<file path="config.mk">
export PLATFORM = sky130hd
export DESIGN_NAME = dsp48e2_lite
export DESIGN_NICKNAME = d
export VERILOG_FILES = /design/src/rtl/dsp48e2_lite.sv
export SDC_FILE = /design/constraint.sdc
export NUM_CORES = 1
export LEC_CHECK = 0
export ABC_AREA = 1
export BUFFER_PORTS_ARGS = -buffer_cell sky130_fd_sc_hd__buf_4
export CAP_MARGIN = 20
export CELL_PAD_IN_SITES_DETAIL_PLACEMENT = 1
export CELL_PAD_IN_SITES_GLOBAL_PLACEMENT = 1
export CORE_ASPECT_RATIO = 0.9
export CORE_MARGIN = 3
export CORE_UTILIZATION = 30
export DETAILED_ROUTE_END_ITERATION = 7
export PLACE_DENSITY_LB_ADDON = 0.1
export SLEW_MARGIN = 5
export SYNTH_ARGS = -nofsm -noshare
export SYNTH_HDL_FRONTEND = slang
export SYNTH_SLANG_ARGS = --single-unit
</file>
<file path="constraint.sdc">
create_clock -name vclk -period 3.5
set_input_delay 0.175 -clock vclk [all_inputs]
set_output_delay 0.175 -clock vclk [all_outputs]
set_load 0.005 [all_outputs]
</file>
<file path="src/rtl/dsp48e2_lite.sv">
// Behavioural subset of the DSP48E2 slice: W/X/Y/Z operand muxes, 48-bit ALU, optional P register.
// Define DSP48E2_LITE_MULT_EN to build in the signed 27x18 multiplier that X=01 selects.
module dsp48e2_lite #(
  parameter int          PREG = 0,
  parameter logic [47:0] RND  = 48'h0
) (
  input  logic        clock,
  input  logic        reset,
  input  logic        ce,
  input  logic [29:0] a,
  input  logic [17:0] b,
  input  logic [47:0] c,
  input  logic        carryin,
  input  logic [3:0]  alumode,
  input  logic [8:0]  opmode,
  output logic [47:0] p,
  output logic        carryout
);

  typedef enum logic [3:0] {
    ALU_ADD      = 4'b0000,
    ALU_NOTZ_ADD = 4'b0001,
    ALU_NOT_SUM  = 4'b0010,
    ALU_SUB      = 4'b0011,
    ALU_XOR      = 4'b0100,
    ALU_XNOR     = 4'b0101,
    ALU_AND      = 4'b1100,
    ALU_OR       = 4'b1110
  } alu_op_e;

  localparam logic [47:0] ALL_ONES = 48'hFFFF_FFFF_FFFF;

  logic [47:0] p_q;
  logic        co_q;
  logic [47:0] p_fb;
  logic [47:0] m_val;
  logic [47:0] x_mux, y_mux, z_mux, w_mux;
  logic [48:0] sum_all, sum_notz, diff;
  logic [47:0] p_d;
  logic        co_d;

  // Without an output register there is no P to feed back; forcing 0 breaks the loop.
  assign p_fb = (PREG == 1) ? p_q : '0;

`ifdef DSP48E2_LITE_MULT_EN
  logic signed [44:0] m_prod;
  assign m_prod = $signed(a[26:0]) * $signed(b);
  assign m_val  = {{3{m_prod[44]}}, m_prod};
`else
  assign m_val = '0;
`endif

  always_comb begin
    // NOTE: every combinational output gets a default first so no path can infer a latch.
    x_mux = '0;
    y_mux = '0;
    z_mux = '0;
    w_mux = '0;
    case (opmode[1:0])
      2'b01:   x_mux = m_val;
      2'b10:   x_mux = p_fb;
      2'b11:   x_mux = {a, b};
      default: x_mux = '0;
    endcase
    case (opmode[3:2])
      2'b10:   y_mux = ALL_ONES;
      2'b11:   y_mux = c;
      default: y_mux = '0;
    endcase
    case (opmode[6:4])
      3'b010:  z_mux = p_fb;
      3'b011:  z_mux = c;
      default: z_mux = '0;
    endcase
    case (opmode[8:7])
      2'b01:   w_mux = p_fb;
      2'b10:   w_mux = RND;
      2'b11:   w_mux = c;
      default: w_mux = '0;
    endcase
  end

  // 49-bit sums so bit 48 is the carry out of the 48-bit result.
  assign sum_all  = {1'b0, z_mux} + {1'b0, w_mux} + {1'b0, x_mux} + {1'b0, y_mux}
                  + {48'b0, carryin};
  assign sum_notz = {1'b0, ~z_mux} + {1'b0, w_mux} + {1'b0, x_mux} + {1'b0, y_mux}
                  + {48'b0, carryin};
  assign diff     = {1'b0, z_mux}
                  - ({1'b0, w_mux} + {1'b0, x_mux} + {1'b0, y_mux} + {48'b0, carryin});

  always_comb begin
    p_d  = '0;
    co_d = 1'b0;
    case (alu_op_e'(alumode))
      ALU_ADD:      {co_d, p_d} = sum_all;
      ALU_NOTZ_ADD: {co_d, p_d} = sum_notz;
      ALU_NOT_SUM: begin
        p_d  = ~sum_all[47:0];
        co_d = sum_all[48];
      end
      ALU_SUB:      {co_d, p_d} = diff;
      ALU_XOR:      p_d = x_mux ^ z_mux;
      ALU_XNOR:     p_d = ~(x_mux ^ z_mux);
      ALU_AND:      p_d = x_mux & z_mux;
      ALU_OR:       p_d = x_mux | z_mux;
      default: begin
        p_d  = '0;
        co_d = 1'b0;
      end
    endcase
  end

  // Reset wins over ce; the register is pruned when PREG=0 since nothing observes it.
  always_ff @(posedge clock) begin
    // NOTE: sequential state uses non-blocking assignments so every flop samples pre-edge values.
    if (reset) begin
      p_q  <= '0;
      co_q <= 1'b0;
    end else if (ce) begin
      p_q  <= p_d;
      co_q <= co_d;
    end
  end

  assign p        = (PREG == 1) ? p_q  : p_d;
  assign carryout = (PREG == 1) ? co_q : co_d;

endmodule

</file>
# Yosys cells after proc, flatten, opt, wreduce, memory -nomap -nowiden
# Index checks and enable logic that the tools add are counted.
dict set report word_totals {
  register_bits 0
  input_bits 113
  output_inout_bits 49
  word_cells 38
}
dict set report op_classes {
  n_addsub 12
  n_eq_ne 12
  muxes 6
  bitwise_logic 6
  n_reduce_logical 2
}
# op n
set ops {}
lappend ops {{48-bit case mux with 8 select lines} 1}
lappend ops {{49-bit by 48-bit adder with 49-bit output} 5}
lappend ops {{48-bit by 48-bit adder with 49-bit output} 3}
lappend ops {{49-bit by 1-bit adder with 49-bit output} 3}
lappend ops {{48-bit 2-to-1 mux} 3}
lappend ops {{48-bit NOT} 3}
lappend ops {{48-bit case mux with 2 select lines} 1}
lappend ops {{48-bit by 49-bit subtractor with 49-bit output} 1}
lappend ops {{48-bit bitwise AND} 1}
lappend ops {{48-bit OR} 1}
lappend ops {{48-bit XOR} 1}
lappend ops {{2-bit == test, second input constant} 4}
lappend ops {{4-bit by 2-bit == test with 1-bit output, second input constant} 2}
lappend ops {{4-bit by 3-bit == test with 1-bit output, second input constant} 2}
lappend ops {{4-bit == test, second input constant} 2}
lappend ops {{4-bit by 1-bit == test with 1-bit output, second input constant} 1}
lappend ops {{4-bit logical NOT} 1}
lappend ops {{3-bit by 2-bit == test with 1-bit output, second input constant} 1}
lappend ops {{1-bit case mux with 3 select lines} 1}
lappend ops {{2-bit OR reduction} 1}

# Depth between registers and ports, before layout
dict set report logic_depth {
  word_depth 8
  ltp_mapped 27
  depth_no_buf 26
}

# Worst setup path after synthesis
# OpenSTA, ideal clock, no wires.
dict set report synth_path {
  path_kind {input to output}
  from {in opmode[0]}
  to {out p[17]}
  arrival_ns 3.696
  t_required_ns 3.325
  setup_slack_ns -0.371
  cell_stages 22
  path_buffers 2
  path_cell_list {nand2_1 > inv_1 > clkbuf_1 > clkbuf_1 > nand2_1 > inv_1 > ha_1 > fa_1 > fa_1 > inv_1 > ha_1 > nand2_1 > inv_1 > a21oi_1 > nand2_1 > nand2_1 > nand2_1 > nand2_1 > nand2_1 > or2_2 > nand3_1 > nand4_1}
}
dict set report synth_between {
  elab_chain_cells 7
  word_cells_on_any_way 18
  classes_between {add/sub: 10; eq/ne: 1; mux: 2; bitwise: 5}
}
# element line_no
set synth_rtl {}
lappend synth_rtl {{start: declaration} 15} ;# input logic [8:0] opmode,
lappend synth_rtl {{2-bit == test *} 59} ;# case (opmode[1:0])
lappend synth_rtl {{48-bit 2-to-1 mux *} 59}
lappend synth_rtl {{48-bit by 48-bit adder with 49-bit output or 49-bit by 48-bit adder with 49-bit output (tied branches)} {89, 84}}
lappend synth_rtl {{49-bit by 48-bit adder with 49-bit output (on tied branches)} {89, 84}}
lappend synth_rtl {{49-bit by 1-bit adder with 49-bit output (on tied branches)} {89, 85}}
lappend synth_rtl {{48-bit by 49-bit subtractor with 49-bit output or 48-bit NOT (tied branches)} {89, 98}}
lappend synth_rtl {{48-bit case mux with 8 select lines *} 94} ;# case (alu_op_e'(alumode))
lappend synth_rtl {{end: declaration} 16} ;# output logic [47:0] p,
# Mark *: on every way between the ends. The rest lies on a longest branch, timed or not.

# Worst setup path in the final report
dict set report layout_path {
  from {in opmode[3]}
  to {out p[46]}
}
dict set report layout_between {
  elab_chain_cells 6
  word_cells_on_any_way 12
  classes_between {add/sub: 7; eq/ne: 2; mux: 2; bitwise: 1}
}
# element line_no
set layout_rtl {}
lappend layout_rtl {{2-bit == test} 65} ;# case (opmode[3:2])
lappend layout_rtl {{48-bit case mux with 2 select lines *} 65}
lappend layout_rtl {{49-bit by 48-bit adder with 49-bit output (on tied branches)} {89, 84}}
lappend layout_rtl {{49-bit by 1-bit adder with 49-bit output (on tied branches)} {89, 85}}
lappend layout_rtl {{48-bit by 49-bit subtractor with 49-bit output or 48-bit NOT (tied branches)} {89, 98}}
lappend layout_rtl {{48-bit case mux with 8 select lines *} 94}
# Marked as above.

==> results_dict.tcl <==
set metrics [dict create \
    fp.dieH_um 284 \
    place_ws_ps -1390 \
    ir_worst_vdd_v 0.000115 \
    hold_buffers 0 \
    clockPowerShare_pct 0 \
    drt_iter0_drc 2240 \
    nFlopsAndLatches 0 \
    final_cell_mix "nand2_1, buf_4, inv_1, nor2_1, fa_1" \
    switching_share_pct 56.6 \
    min_delay_path_depth 5 \
    drive_gt1_share_pct 37.0 \
    worst_slack_ps -967 \
    firstDrtPassIters 5 \
    max_cap_viol_count 0 \
    port_buffers 159 \
    hold_viol_final 0 \
    holdWs_ps 974 \
    switching_power_mw 8.16 \
    synthesis.nets 5077 \
    min_period_ps 4470 \
    num_vias 32100 \
    violations "setup timing" \
    p_comb_share_pct 100.0 \
    initial_core_util_pct 30.4 \
    maxSlewHeadroom_pct 39.0 \
    crit_required_ps 3320 \
    regArea_sq_um 0 \
    hp-class "in -> out" \
    antenna_found_initial 2 \
    final_cell_area_sq_mm 0.0402 \
    fin_crit_sh_pct 128 \
    arrival_ps 4290 \
    final_common_cell "nand2_1" \
    die_area_sq_mm 0.0894 \
    place_congestion 0.960 \
    hold_end "p[10]" \
    ant_nets 0 \
    wirelength_um 149000 \
    grt_max_degree 49 \
    synthCells 4343 \
    yosysWarnings 0 \
    num-nets-final 6200 \
    rsz0062_at_grt "true" \
    worst_pin_slew_ps 914 \
    fmax_ghz 0.224 \
    fp.coreArea_sq_mm 0.0847 \
    syn_area_sq_mm 0.0257 \
    grt_pass1_wl_um 215000 \
    criticalPathCategory "in -> out" \
    viasPerCell 4.86 \
    p_leak_nw 21.8 \
    nFillCells 11100 \
    avgSynthCellArea_sq_um 5.93 \
    dp_hpwl_um 129000 \
    worstHoldStart "alumode[0]" \
    drc 0 \
    cp-start-kind "input pin" \
    die_w_um 315 \
    num_rows 101 \
    multi_input_area_sq_mm 0.0249 \
    grt_pass1_vias 33400 \
    wl_per_cell_um 22.5 \
    overflow 0 \
    maxSlewViolCount 0 \
    setup_violations 48 \
    cp_max_fo 5 \
    intPower_mw 6.27 \
    nClkBuffers 0 \
    syn_to_final_growth_pct 56.0 \
    ys_types 48 \
    power_frac_seq_pct 0 \
    fin_cells 6600 \
    track_usage_pct 32.5 \
    powerDensity_mw_per_mm2 359 \
    status "complete, but fails checks" \
    dp_cells 6545 \
    placed_area_sq_mm 0.0361 \
    cp-end-kind "output pin" \
    ys_seq_area_share_pct 0 \
    power.total_mw 14.4 \
    io_pins 162 \
]
[stage by stage]
stage          utilization (%)  TNS (ps)
2_1_floorplan                -     -65.2
3_3_place_gp              42.6    -49210
3_5_place_dp              42.6    -49970
4_1_cts                   46.2    -34070
5_1_grt                   47.4    -43360
6_report                  47.4    -35770
[power groups by stage]
stage | Sequential [mW] | Combinational [mW] | Clock (mW)
2_1_floorplan | 0 | 5.73 | 0
3_3_place_gp | 0 | 12.0 | 0
3_5_place_dp | 0 | 12.1 | 0
4_1_cts | 0 | 13.6 | 0
5_1_grt | 0 | 15.5 | 0
6_report | 0 | 14.4 | 0.000000147
[logic make-up (layout without fill, tap and decap cells)]
group / count (synthesis) / count (layout) / share of synthesized area (%)
buf+inv: 1177 / 2298 / 17.4
xor+xnor: 25 / 25 / 0.851
compound gates: 366 / 366 / 8.13
other cells: 0 / 3 / 0
fa+ha+maj: 621 / 621 / 38.7
simple gates: 2154 / 2154 / 35.0
[final cells by class]
class	instances	area share (%)
diodes	3	0.0187
inverters	1115	10.5
multi-input cells	3166	62.0
well taps	1133	3.53
repair buffers	1183	24.0
[worst max-delay path by stage]
stage                     cells past startpoint  endpoint       from  slack (ps)
after floorplan                              16     p[21]  opmode[2]         -20
after global placement                       20     p[43]  opmode[2]       -1430
after detailed placement                     20     p[43]  opmode[2]       -1390
after CTS                                    24     p[43]  opmode[3]        -930
after global routing                         23     p[43]  opmode[0]       -1110
final                                        25     p[46]  opmode[3]        -970
[layer usage]
layer  share of wire [%]  wire [um]  vias up  GRT usage (%)
met5                   0          0        -              0
met3                 8.6      12800      100           7.18
met2                  41      61600      873           48.2
li1                    -          -    15200              -
met4                 1.9       2780        0           4.88
met1                  48      71500    15900           48.5
[worst max-delay path, stage by stage]
cell and delay, ps:
buf_8 90, inv_12 50, buf_12 150, buf_12 140, buf_12 130, a21oi_4 210, ha_4 240, fa_1 500
fa_2 620, inv_2 60, ha_4 310, buf_12 110, nand2_4 70, nor2_4 120, inv_2 70, nor2_4 120
nand2_2 110, nor3_2 210, nand2_2 110, nand3_2 100, nor2_1 50, nand3b_1 180, buf_6 190, nand2_4 70
buf_4 100
[cells in the mapped netlist, drive strengths merged]
cell | instances | area share, %
o211a | 1 | 0.039
a31oi | 2 | 0.049
o211ai | 6 | 0.17
nand2 | 1320 | 19
clkbuf | 37 | 0.63
and2 | 6 | 0.15
o21a | 5 | 0.15
a32oi | 1 | 0.034
a211oi | 41 | 1.2
nand4 | 48 | 1.2
or2 | 36 | 0.87
and3 | 2 | 0.049
o2111ai | 3 | 0.10
a21boi | 8 | 0.23
buf | 25 | 0.49
xor2 | 12 | 0.41
a21oi | 173 | 3.4
nand3b | 27 | 0.84
a31o | 1 | 0.034
xnor2 | 13 | 0.44
a221oi | 7 | 0.24
fa | 291 | 23
ha | 330 | 16
inv | 1115 | 16
o22ai | 1 | 0.024
nand2b | 1 | 0.024
nor4 | 10 | 0.27
nor3 | 23 | 0.49
o21bai | 20 | 0.58
a21o | 3 | 0.087
o21ai | 94 | 1.8
nor2 | 451 | 7.0
nand3 | 230 | 4.6
[what timing repair did]
item	4_1_cts	5_1_grt
gates cloned	6	1
endpoints found under the setup margin	48	48
gates resized for setup	601	237
pin swaps	85	53
setup buffers	33	13
Power figures use the tool's default switching activity.
